File: config.mk
export PLATFORM = sky130hd
export DESIGN_NAME = max_sweep_ctrl
export DESIGN_NICKNAME = d
export VERILOG_FILES = /design/src/rtl/max_sweep_ctrl.sv
export SDC_FILE = /design/constraint.sdc
export NUM_CORES = 1
export LEC_CHECK = 0
export ABC_CLOCK_PERIOD_IN_PS = 7200
export CORE_MARGIN = 3
export CORE_UTILIZATION = 52
export CTS_CLUSTER_DIAMETER = 30
export DETAILED_ROUTE_END_ITERATION = 10
export HOLD_SLACK_MARGIN = 0.06
export PLACE_DENSITY = 0.85
export RECOVER_POWER = 50
export SLEW_MARGIN = 10
export SYNTH_ARGS = -nofsm -noshare
export SYNTH_HDL_FRONTEND = slang
export SYNTH_SLANG_ARGS = --single-unit
File: constraint.sdc
create_clock -name clk -period 7.2 [get_ports clk]
set_clock_uncertainty 0.15 [all_clocks]
set_input_delay 1.44 -clock clk [delete_from_list [all_inputs] [get_ports clk]]
set_output_delay 1.44 -clock clk [all_outputs]
set_load 0.03 [all_outputs]
File: src/rtl/max_sweep_ctrl.sv
// rtl/max_sweep_ctrl.sv - max-score sweep sequencing controller
//
// Purpose: for each alignment job, clear the max registers, then walk the
// score matrix tile by tile issuing steps to the PE array. wr_en_max is timed
// to PE output latency. After the pipe drains, the final max score and its
// coordinates are returned on a valid/ready result port.
//
// Ports:
//   clk, rst_n                   clock, asynchronous active-low reset
//   start, len_a, len_b          job start (IDLE only) and sequence lengths
//   busy                         high outside IDLE
//   step_valid/step_ready        step handshake, with tile_row_base/tile_col_base
//   max_clr, wr_en_max           max-register clear and write enable
//   max_score_in/row_in/col_in   current max-register contents
//   res_valid/res_ready          result handshake, with res_score/res_row/res_col
//
// Optional build macro MAX_EARLY_EXIT_EN adds the max_thresh input and the
// res_early output, which end a job early once the running max reaches the
// threshold.
module max_sweep_ctrl #(
  parameter int ROW_BITS_WIDTH = 8,
  parameter int COL_BITS_WIDTH = 8,
  parameter int SCORE_WIDTH    = 10,
  parameter int TILE_ROWS      = 16,
  parameter int TILE_COLS      = 4,
  parameter int PIPE_LAT       = 3
) (
  input  logic                      clk,
  input  logic                      rst_n,
  input  logic                      start,
  input  logic [ROW_BITS_WIDTH-1:0] len_a,
  input  logic [COL_BITS_WIDTH-1:0] len_b,
  output logic                      busy,
  output logic                      step_valid,
  input  logic                      step_ready,
  output logic [ROW_BITS_WIDTH-1:0] tile_row_base,
  output logic [COL_BITS_WIDTH-1:0] tile_col_base,
  output logic                      max_clr,
  output logic                      wr_en_max,
  input  logic [SCORE_WIDTH-1:0]    max_score_in,
  input  logic [ROW_BITS_WIDTH-1:0] max_row_in,
  input  logic [COL_BITS_WIDTH-1:0] max_col_in,
`ifdef MAX_EARLY_EXIT_EN
  input  logic [SCORE_WIDTH-1:0]    max_thresh,
  output logic                      res_early,
`endif
  output logic                      res_valid,
  input  logic                      res_ready,
  output logic [SCORE_WIDTH-1:0]    res_score,
  output logic [ROW_BITS_WIDTH-1:0] res_row,
  output logic [COL_BITS_WIDTH-1:0] res_col
);

  localparam int RSH = $clog2(TILE_ROWS);
  localparam int CSH = $clog2(TILE_COLS);
  localparam logic [ROW_BITS_WIDTH-1:0] ROW_MASK = ROW_BITS_WIDTH'(TILE_ROWS - 1);
  localparam logic [COL_BITS_WIDTH-1:0] COL_MASK = COL_BITS_WIDTH'(TILE_COLS - 1);
  localparam logic [ROW_BITS_WIDTH-1:0] ROW_ONE  = ROW_BITS_WIDTH'(1);
  localparam logic [COL_BITS_WIDTH-1:0] COL_ONE  = COL_BITS_WIDTH'(1);

  typedef enum logic [2:0] {S_IDLE, S_CLEAR, S_ISSUE, S_DRAIN, S_RESULT} state_t;

  state_t                    state_q, state_d;
  logic [ROW_BITS_WIDTH-1:0] nrt_q, nrt_d, row_tile_q, row_tile_d;
  logic [COL_BITS_WIDTH-1:0] nct_q, nct_d, col_tile_q, col_tile_d;
  logic [PIPE_LAT-1:0]       pipe_q, pipe_d;
  logic                      busy_q, busy_d, step_valid_q, step_valid_d;
  logic                      max_clr_q, max_clr_d, res_valid_q, res_valid_d;
  logic [SCORE_WIDTH-1:0]    res_score_q, res_score_d;
  logic [ROW_BITS_WIDTH-1:0] res_row_q, res_row_d;
  logic [COL_BITS_WIDTH-1:0] res_col_q, res_col_d;
  logic                      fire, last_tile, early_hit;
`ifdef MAX_EARLY_EXIT_EN
  logic [SCORE_WIDTH-1:0]    thresh_q, thresh_d;
  logic                      early_q, early_d;
`endif

  always_comb begin
    fire      = step_valid_q & step_ready;
    last_tile = (row_tile_q == nrt_q - ROW_ONE) && (col_tile_q == nct_q - COL_ONE);
    early_hit = 1'b0;
`ifdef MAX_EARLY_EXIT_EN
    early_hit = (thresh_q != '0) && (max_score_in >= thresh_q);
    thresh_d  = thresh_q;
    early_d   = early_q;
`endif
    state_d     = state_q;
    nrt_d       = nrt_q;
    nct_d       = nct_q;
    row_tile_d  = row_tile_q;
    col_tile_d  = col_tile_q;
    res_score_d = res_score_q;
    res_row_d   = res_row_q;
    res_col_d   = res_col_q;
    // pipe[0] takes this cycle's fire; each bit ages one cycle per clock.
    pipe_d      = (pipe_q << 1) | PIPE_LAT'(fire);

    case (state_q)
      S_IDLE: begin
        if (start) begin
          state_d    = S_CLEAR;
          // Ceiling division: whole tiles plus one if any remainder.
          nrt_d      = (len_a >> RSH) + ROW_BITS_WIDTH'(|(len_a & ROW_MASK));
          nct_d      = (len_b >> CSH) + COL_BITS_WIDTH'(|(len_b & COL_MASK));
          row_tile_d = '0;
          col_tile_d = '0;
`ifdef MAX_EARLY_EXIT_EN
          thresh_d   = max_thresh;
          early_d    = 1'b0;
`endif
        end
      end
      S_CLEAR: begin
        if (nrt_q == '0 || nct_q == '0) begin
          state_d     = S_RESULT;
          res_score_d = '0;
          res_row_d   = '0;
          res_col_d   = '0;
        end else begin
          state_d = S_ISSUE;
        end
      end
      S_ISSUE: begin
        if (fire) begin
          if (last_tile || early_hit) begin
            state_d = S_DRAIN;
`ifdef MAX_EARLY_EXIT_EN
            if (early_hit) early_d = 1'b1;
`endif
          end else if (col_tile_q == nct_q - COL_ONE) begin
            col_tile_d = '0;
            row_tile_d = row_tile_q + ROW_ONE;
          end else begin
            col_tile_d = col_tile_q + COL_ONE;
          end
        end
      end
      S_DRAIN: begin
        // Checked one cycle after the last wr_en_max, so the max registers
        // already hold the final values.
        if (pipe_q == '0) begin
          state_d     = S_RESULT;
          res_score_d = max_score_in;
          res_row_d   = max_row_in;
          res_col_d   = max_col_in;
        end
      end
      S_RESULT: begin
        if (res_ready) state_d = S_IDLE;
      end
      default: state_d = S_IDLE;
    endcase

    // Outputs are registered from the next state.
    busy_d       = (state_d != S_IDLE);
    step_valid_d = (state_d == S_ISSUE);
    max_clr_d    = (state_d == S_CLEAR);
    res_valid_d  = (state_d == S_RESULT);
  end

  always_ff @(posedge clk or negedge rst_n) begin
    if (!rst_n) begin
      state_q      <= S_IDLE;
      nrt_q        <= '0;
      nct_q        <= '0;
      row_tile_q   <= '0;
      col_tile_q   <= '0;
      pipe_q       <= '0;
      busy_q       <= 1'b0;
      step_valid_q <= 1'b0;
      max_clr_q    <= 1'b0;
      res_valid_q  <= 1'b0;
      res_score_q  <= '0;
      res_row_q    <= '0;
      res_col_q    <= '0;
`ifdef MAX_EARLY_EXIT_EN
      thresh_q     <= '0;
      early_q      <= 1'b0;
`endif
    end else begin
      state_q      <= state_d;
      nrt_q        <= nrt_d;
      nct_q        <= nct_d;
      row_tile_q   <= row_tile_d;
      col_tile_q   <= col_tile_d;
      pipe_q       <= pipe_d;
      busy_q       <= busy_d;
      step_valid_q <= step_valid_d;
      max_clr_q    <= max_clr_d;
      res_valid_q  <= res_valid_d;
      res_score_q  <= res_score_d;
      res_row_q    <= res_row_d;
      res_col_q    <= res_col_d;
`ifdef MAX_EARLY_EXIT_EN
      thresh_q     <= thresh_d;
      early_q      <= early_d;
`endif
    end
  end

  assign busy          = busy_q;
  assign step_valid    = step_valid_q;
  assign tile_row_base = row_tile_q << RSH;
  assign tile_col_base = col_tile_q << CSH;
  assign max_clr       = max_clr_q;
  assign wr_en_max     = pipe_q[PIPE_LAT-1];
  assign res_valid     = res_valid_q;
  assign res_score     = res_score_q;
  assign res_row       = res_row_q;
  assign res_col       = res_col_q;
`ifdef MAX_EARLY_EXIT_EN
  assign res_early     = early_q;
`endif

endmodule
==> results.ini, run 1 <==
[setup_path]
worst-path-buf-inv=2
endpoint_kind=async pin
worst_path_largest_cell_delay_ns=2.35
cp.required_ns=6.75
critPathSlowestCell=clkbuf_1
crit_path_start_kind=input port
worstPathMaxFanout=64
crit_family=buffers and inverters
cp.arrival_ns=3.89
crit_type=input port to async pin
path_cells=buf_2 -> clkbuf_1

[clock_network]
post_cts_buffers=0
worstSkewPairLatency_ns=0.35
cts_buffers=9
clk_root_buffer_cell=clkbuf_8
cts.path.max_buffers=2
clkSlewWorstSetupHoldPaths_ns=0.07
cts_sinks=64
ctsHoldBuffers=0
cts_tree=done
htreeDepth=3
cts_resized=0

[power_and_ir_drop]
switchingPower_uw=819
p_clk_frac=0.166
ir_worst_vdd_v=0.000255
sw_frac_of_total=0.446
p_comb_frac=0.497
fin_total_pwr_mw=1.84
seqPwrFrac=0.336
p_int_mw=1.02
power_density_nw_per_um2=413
power.leakage_nw=2.05

[logic_synthesis]
synthFlopType=dfrtp_1
synthCells=376
synth.most_common_cell=nand2_1
ys_warn_count=0
synth_top_area_cell=dfrtp_1
synth_common_cells=nand2_1, dfrtp_1, nand3_1
synth_area_leaders=dfrtp_1, nand2_1, nand3_1, buf_4, ha_1
syn_area_per_cell_um2=9.15
synth-seq-area-share=0.465
synth-edff-count=0
synth_seq_cells=64
async_flop_share=1.00
synth_area_um2=3440
synth.distinct_cells=51
synth.top_cell.area_share=0.465

[run]
cap_violations=1

[grt]
antenna_found_initial=0
grt_max_degree=65
grt_pass1_wl_um=13200
grt_usage=0.218
grt-ovfl-total=0
grt_pass1_vias=2922

[timing]
relSlewSlack=-1.23
period_needed_ns=4.34
max_freq_mhz=230
period_share=0.603
worst_slew_pin_slew_ns=3.35
drv_slew=65
setup_viol=0
rsz0062_at_grt=false
setup_tns_ns=0
hold_viol_final=0

[floorplan]
core_area_um2=6390
initial_core_util=0.539
die_h_um=87.4
dieWidth_um=87.4
ios=94
std_cell_rows=29
die-area_um2=7630

[status]
status=finished with violations
violations=max-capacitance violations, max-slew violations

[detailed_routing]
drtPass1Iterations=4
totalWireLength_um=7940
ant_nets=0
via_count=2924
via_per_inst=5.50
drcViolationCount=0
first_iter_violations=145
wl_per_cell_um=14.9

[min_path]
hold_path_class=flip-flop to flip-flop

[layout]
area_delta_synth_final_pct=29.2
drive_gt1_frac=0.0725
num_antenna_cells=0
nNetsFinal=506

[placed_design]
io_buffers=87
dp_hpwl_um=5600
routabilityCongestion=0.779

==> path summary, 6_finish.rpt <==
check	start	to	slack, ns	cells after the start
min reg2reg	pipe_q[1]	pipe_q[2]	0.22	0
max in group clk	step_ready	col_tile_q[4]	3.42	6
min in group asynchronous	rst_n	nct_q[3]	2.17	2
max	rst_n	state_q[0]	2.86	2
max reg2reg	nct_q[2]	col_tile_q[4]	3.62	7
min	pipe_q[1]	pipe_q[2]	0.22	0
==> kinds of logic after synthesis <==
kind of cell	after synthesis	synth area share
compound gates	53	0.105
simple gates	179	0.253
flops	64	0.465
xor+xnor	20	0.0509
mux	7	0.0233
buf+inv	43	0.0694
fa+ha+maj	9	0.0327
other cells	1	0.00109
==> placed cells by master, fill, tap and decap left out, types with 3 or more instances in the layout <==
cell type        instances
nor3_1                   6
a21oi_1                 12
nand3_1                 37
dfrtp_1                 64
a211oi_1                 3
clkbuf_8                 9
conb_1                   6
xor2_1                   9
mux2i_1                  5
xnor2_1                 11
and3_1                   9
nor2b_1                  4
clkdlybuf4s50_1         86
nand2b_1                 8
inv_1                   11
o21ai_0                 17
nor2_1                  14
nand2_1                 78
ha_1                     9
a31o_2                   3
o2bb2ai_1                3
==> layout make-up <==
| type | count | area (um^2) |
|---|---|---|
| Clock buffer | 9 | 124 |
| Clock inverter | 7 | 72.6 |
| Fill cell | 480 | 1940 |
| Inverter | 11 | 41.3 |
| Multi-Input combinational cell | 274 | 1630 |
| Sequential cell | 64 | 1600 |
| Tap cell | 77 | 96.3 |
| Timing Repair Buffer | 90 | 885 |
==> stage by stage <==
| stage | std cells | hold WS [ns] | utilization | setup slack [ns] | cell area (um^2) |
|---|---|---|---|---|---|
| after floorplan | 381 | 0.198 | - | 4.36 | 3460 |
| after global placement | 516 | 0.203 | 0.666 | 3.23 | 4260 |
| after detailed placement | 516 | 0.204 | 0.666 | 3.14 | 4260 |
| final | 532 | 0.216 | 0.697 | 2.86 | 4450 |
| after CTS | 532 | 0.220 | 0.697 | 3.46 | 4450 |
| after global routing | 532 | 0.226 | 0.697 | 2.17 | 4450 |
==> metal layers <==
| metal | global-route usage | share of wire |
|---|---|---|
| met2 | 0.370 | 0.51 |
| met1 | 0.271 | 0.42 |
| met3 | 0.0454 | 0.052 |
| met4 | 0.0865 | 0.017 |
| met5 | 0 | 0 |
==> power groups by stage <==
stage | clock network [mW] | registers (mW) | logic, mW
floorplan | 0 | 0.754 | 0.465
finish | 0.305 | 0.618 | 0.914
global placement | 0 | 0.617 | 0.889
CTS | 0.307 | 0.619 | 0.920
detailed placement | 0 | 0.622 | 0.908
global route | 0.327 | 0.641 | 0.993
==> flip-flops by register name, summed over array words and instances, names as in the netlist <==
signal,flops
busy,1
col_tile_q,8
max_clr,1
nct_q,7
nrt_q,5
pipe_q,3
res_col,8
res_row,8
res_score,10
res_valid,1
row_tile_q,8
state_q,3
step_valid,1
No activity file was read; power rests on OpenSTA's default activity.
==> run 2, diff against run 1 <==
--- a/config.mk
+++ b/config.mk
@@ -5,13 +5,13 @@
 export SDC_FILE = /design/constraint.sdc
 export NUM_CORES = 1
 export LEC_CHECK = 0
-export ABC_CLOCK_PERIOD_IN_PS = 7200
+export ABC_CLOCK_PERIOD_IN_PS = 3600
 export CORE_MARGIN = 3
-export CORE_UTILIZATION = 52
+export CORE_UTILIZATION = 44
 export CTS_CLUSTER_DIAMETER = 30
 export DETAILED_ROUTE_END_ITERATION = 10
 export HOLD_SLACK_MARGIN = 0.06
-export PLACE_DENSITY = 0.85
+export PLACE_DENSITY = 0.77
 export RECOVER_POWER = 50
 export SLEW_MARGIN = 10
 export SYNTH_ARGS = -nofsm -noshare
==> constraint.sdc (replaced) <==
create_clock -name clk -period 3.6 [get_ports clk]
set_clock_uncertainty 0.15 [all_clocks]
set_input_delay 0.72 -clock clk [delete_from_list [all_inputs] [get_ports clk]]
set_output_delay 0.72 -clock clk [all_outputs]
set_load 0.03 [all_outputs]
==> run 2 against run 1 <==
  * Power rose by 100%
  * Hold slack improved by 0.0053 ns
  * Cell count rose by 5.1%
  * Global-route usage fell by 3.0 points
  * Setup slack got worse by 2.3 ns
  * The flow still finishes with violations (max-capacitance violations, max-slew violations)
  * Via count fell by 0.62%
  * Final area rose by 1.6%
  * Non-clock buffer count rose by 5
  * Core utilization fell by 8.6 points
==> results.ini, run 2 (synthesis gave the netlist of run 1 again) <==
[status]
status=finished with violations
violations=max-capacitance violations, max-slew violations

[timing]
rsz0062_at_grt=false
worst_slew_pin_slew_ns=1.56  ; -1.79 ns
period_needed_ns=3.05
setup_tns_ns=0  ; unchanged
max_freq_mhz=328
drv_slew=65  ; unchanged
setup_viol=0  ; unchanged
hold_viol_final=0  ; unchanged
period_share=0.847
layout_setup_ws_ns=0.550  ; -2.31 ns
relSlewSlack=-0.0407  ; +1.19

[layout]
nNetsFinal=511  ; +0.99%
area_delta_synth_final_pct=31.3
nFillCells=636  ; +33%
drive_gt1_frac=0.0804  ; +0.00791
num_antenna_cells=0  ; unchanged
layout_commonest_cell=clkdlybuf4s50_1
final_cell_mix=clkdlybuf4s50_1, nand2_1, dfrtp_1
largest_reg_flops=10  ; unchanged
final_cells=559  ; +5.1%

[floorplan]
die_h_um=94.4  ; +8.1%
core_area_um2=7410  ; +16%
initial_core_util=0.465  ; -0.0744
std_cell_rows=31  ; +6.9%
ios=94  ; unchanged
die-area_um2=8920  ; +17%
dieWidth_um=94.4  ; +8.1%

[clock_network]
htreeDepth=3  ; unchanged
cts_resized=0  ; unchanged
post_cts_buffers=0  ; unchanged
cts_buffers=9  ; unchanged
clk_root_buffer_cell=clkbuf_8
worstSkewPairLatency_ns=0.34  ; about the same
cts_sinks=64  ; unchanged
cts_tree=done
ctsHoldBuffers=0  ; unchanged
cts.path.max_buffers=2  ; unchanged
clkSlewWorstSetupHoldPaths_ns=0.07  ; about the same

[power_and_ir_drop]
power_density_nw_per_um2=816  ; +98%
ir_worst_vdd_v=0.000423  ; +66%
fin_total_pwr_mw=3.69  ; +100%
power.leakage_nw=2.09  ; +1.9%

[min_path]
hold_path_class=flip-flop to flip-flop

[detailed_routing]
via_count=2906  ; -0.62%
drcViolationCount=0  ; unchanged
via_per_inst=5.20  ; -5.4%
totalWireLength_um=7910  ; -0.45%
drtPass1Iterations=4  ; unchanged
wl_per_cell_um=14.1  ; -5.3%
ant_nets=0  ; unchanged
first_iter_violations=146  ; +0.69%

[setup_path]
endpoint_kind=flip-flop
crit_type=input port to flip-flop
cp.arrival_ns=3.11  ; -0.78 ns
worstPathMaxFanout=23  ; -64%
crit_path_start_kind=input port
r2r_setup_slack_ns=0.71  ; -2.91 ns
cp.required_ns=3.66  ; -3.09 ns

[placed_design]
post-place-ws_ns=0.733  ; -2.41 ns
io_buffers=87  ; unchanged
dp_hpwl_um=5760  ; +2.9%
dp_cells=543  ; +5.2%
routabilityCongestion=0.859  ; +10%

[grt]
grt_pass1_vias=2797  ; -4.3%
grt_usage=0.189  ; -0.0296
grt_max_degree=65  ; unchanged
grt_pass1_wl_um=13100  ; -1.1%
grt-ovfl-total=0  ; unchanged
antenna_found_initial=0  ; unchanged

[run]
cap_violations=1  ; unchanged

==> run 2: metal layers <==
| metal | track usage | routed length [um] | up-vias |
|---|---|---|---|
| li1 | - | - | 1428 |
| met1 | 0.238 | 3410 | 1414 |
| met2 | 0.314 | 4080 | 57 |
| met3 | 0.0462 | 317 | 7 |
| met4 | 0.0722 | 104 | 0 |
| met5 | 0 | 0 | - |
==> run 2: power by group <==
group          internal, mW  leakage, nW  switching (mW)
Sequential            0.984        0.859           0.252
Clock                 0.338       0.0993           0.282
Combinational         0.749         1.13            1.09
==> run 2: final timing paths <==
| kind | from | end | cells past startpoint |
|---|---|---|---|
| max | start | busy | 8 |
| min in group asynchronous | rst_n | row_tile_q[2] | 2 |
| max in group asynchronous | rst_n | res_row[4] | 2 |
| min reg2reg | pipe_q[0] | pipe_q[1] | 0 |
| min | pipe_q[0] | pipe_q[1] | 0 |
| max reg2reg | nct_q[2] | row_tile_q[0] | 8 |
==> run 2: stage by stage <==
stage          hold WS [ns]   util  cell area [um^2]
4_1_cts               0.223  0.611              4530
5_1_grt               0.233  0.610              4520
3_3_place_gp          0.205  0.584              4330
3_5_place_dp          0.206  0.584              4330
2_1_floorplan         0.198      -              3460
6_report              0.222  0.610              4520
==> run 2: cell type report <==
type                            count  area (um^2)  area share
Inverter                           11         41.3     0.00914
Sequential cell                    64         1600       0.354
Clock inverter                      5         56.3      0.0125
Multi-Input combinational cell    274         1640       0.362
Timing Repair Buffer               95          920       0.203
Tap cell                           99          124      0.0274
Clock buffer                       11          141      0.0313
==> run 2: critical path, cell delays in order <==
cell and delay (ns):
clkdlybuf4s50_1 0.41, nor2b_1 0.14, nand2_1 0.08, clkbuf_1 0.62, inv_1 0.43, a21oi_1 0.26
nand2_1 0.09, or3_1 0.36
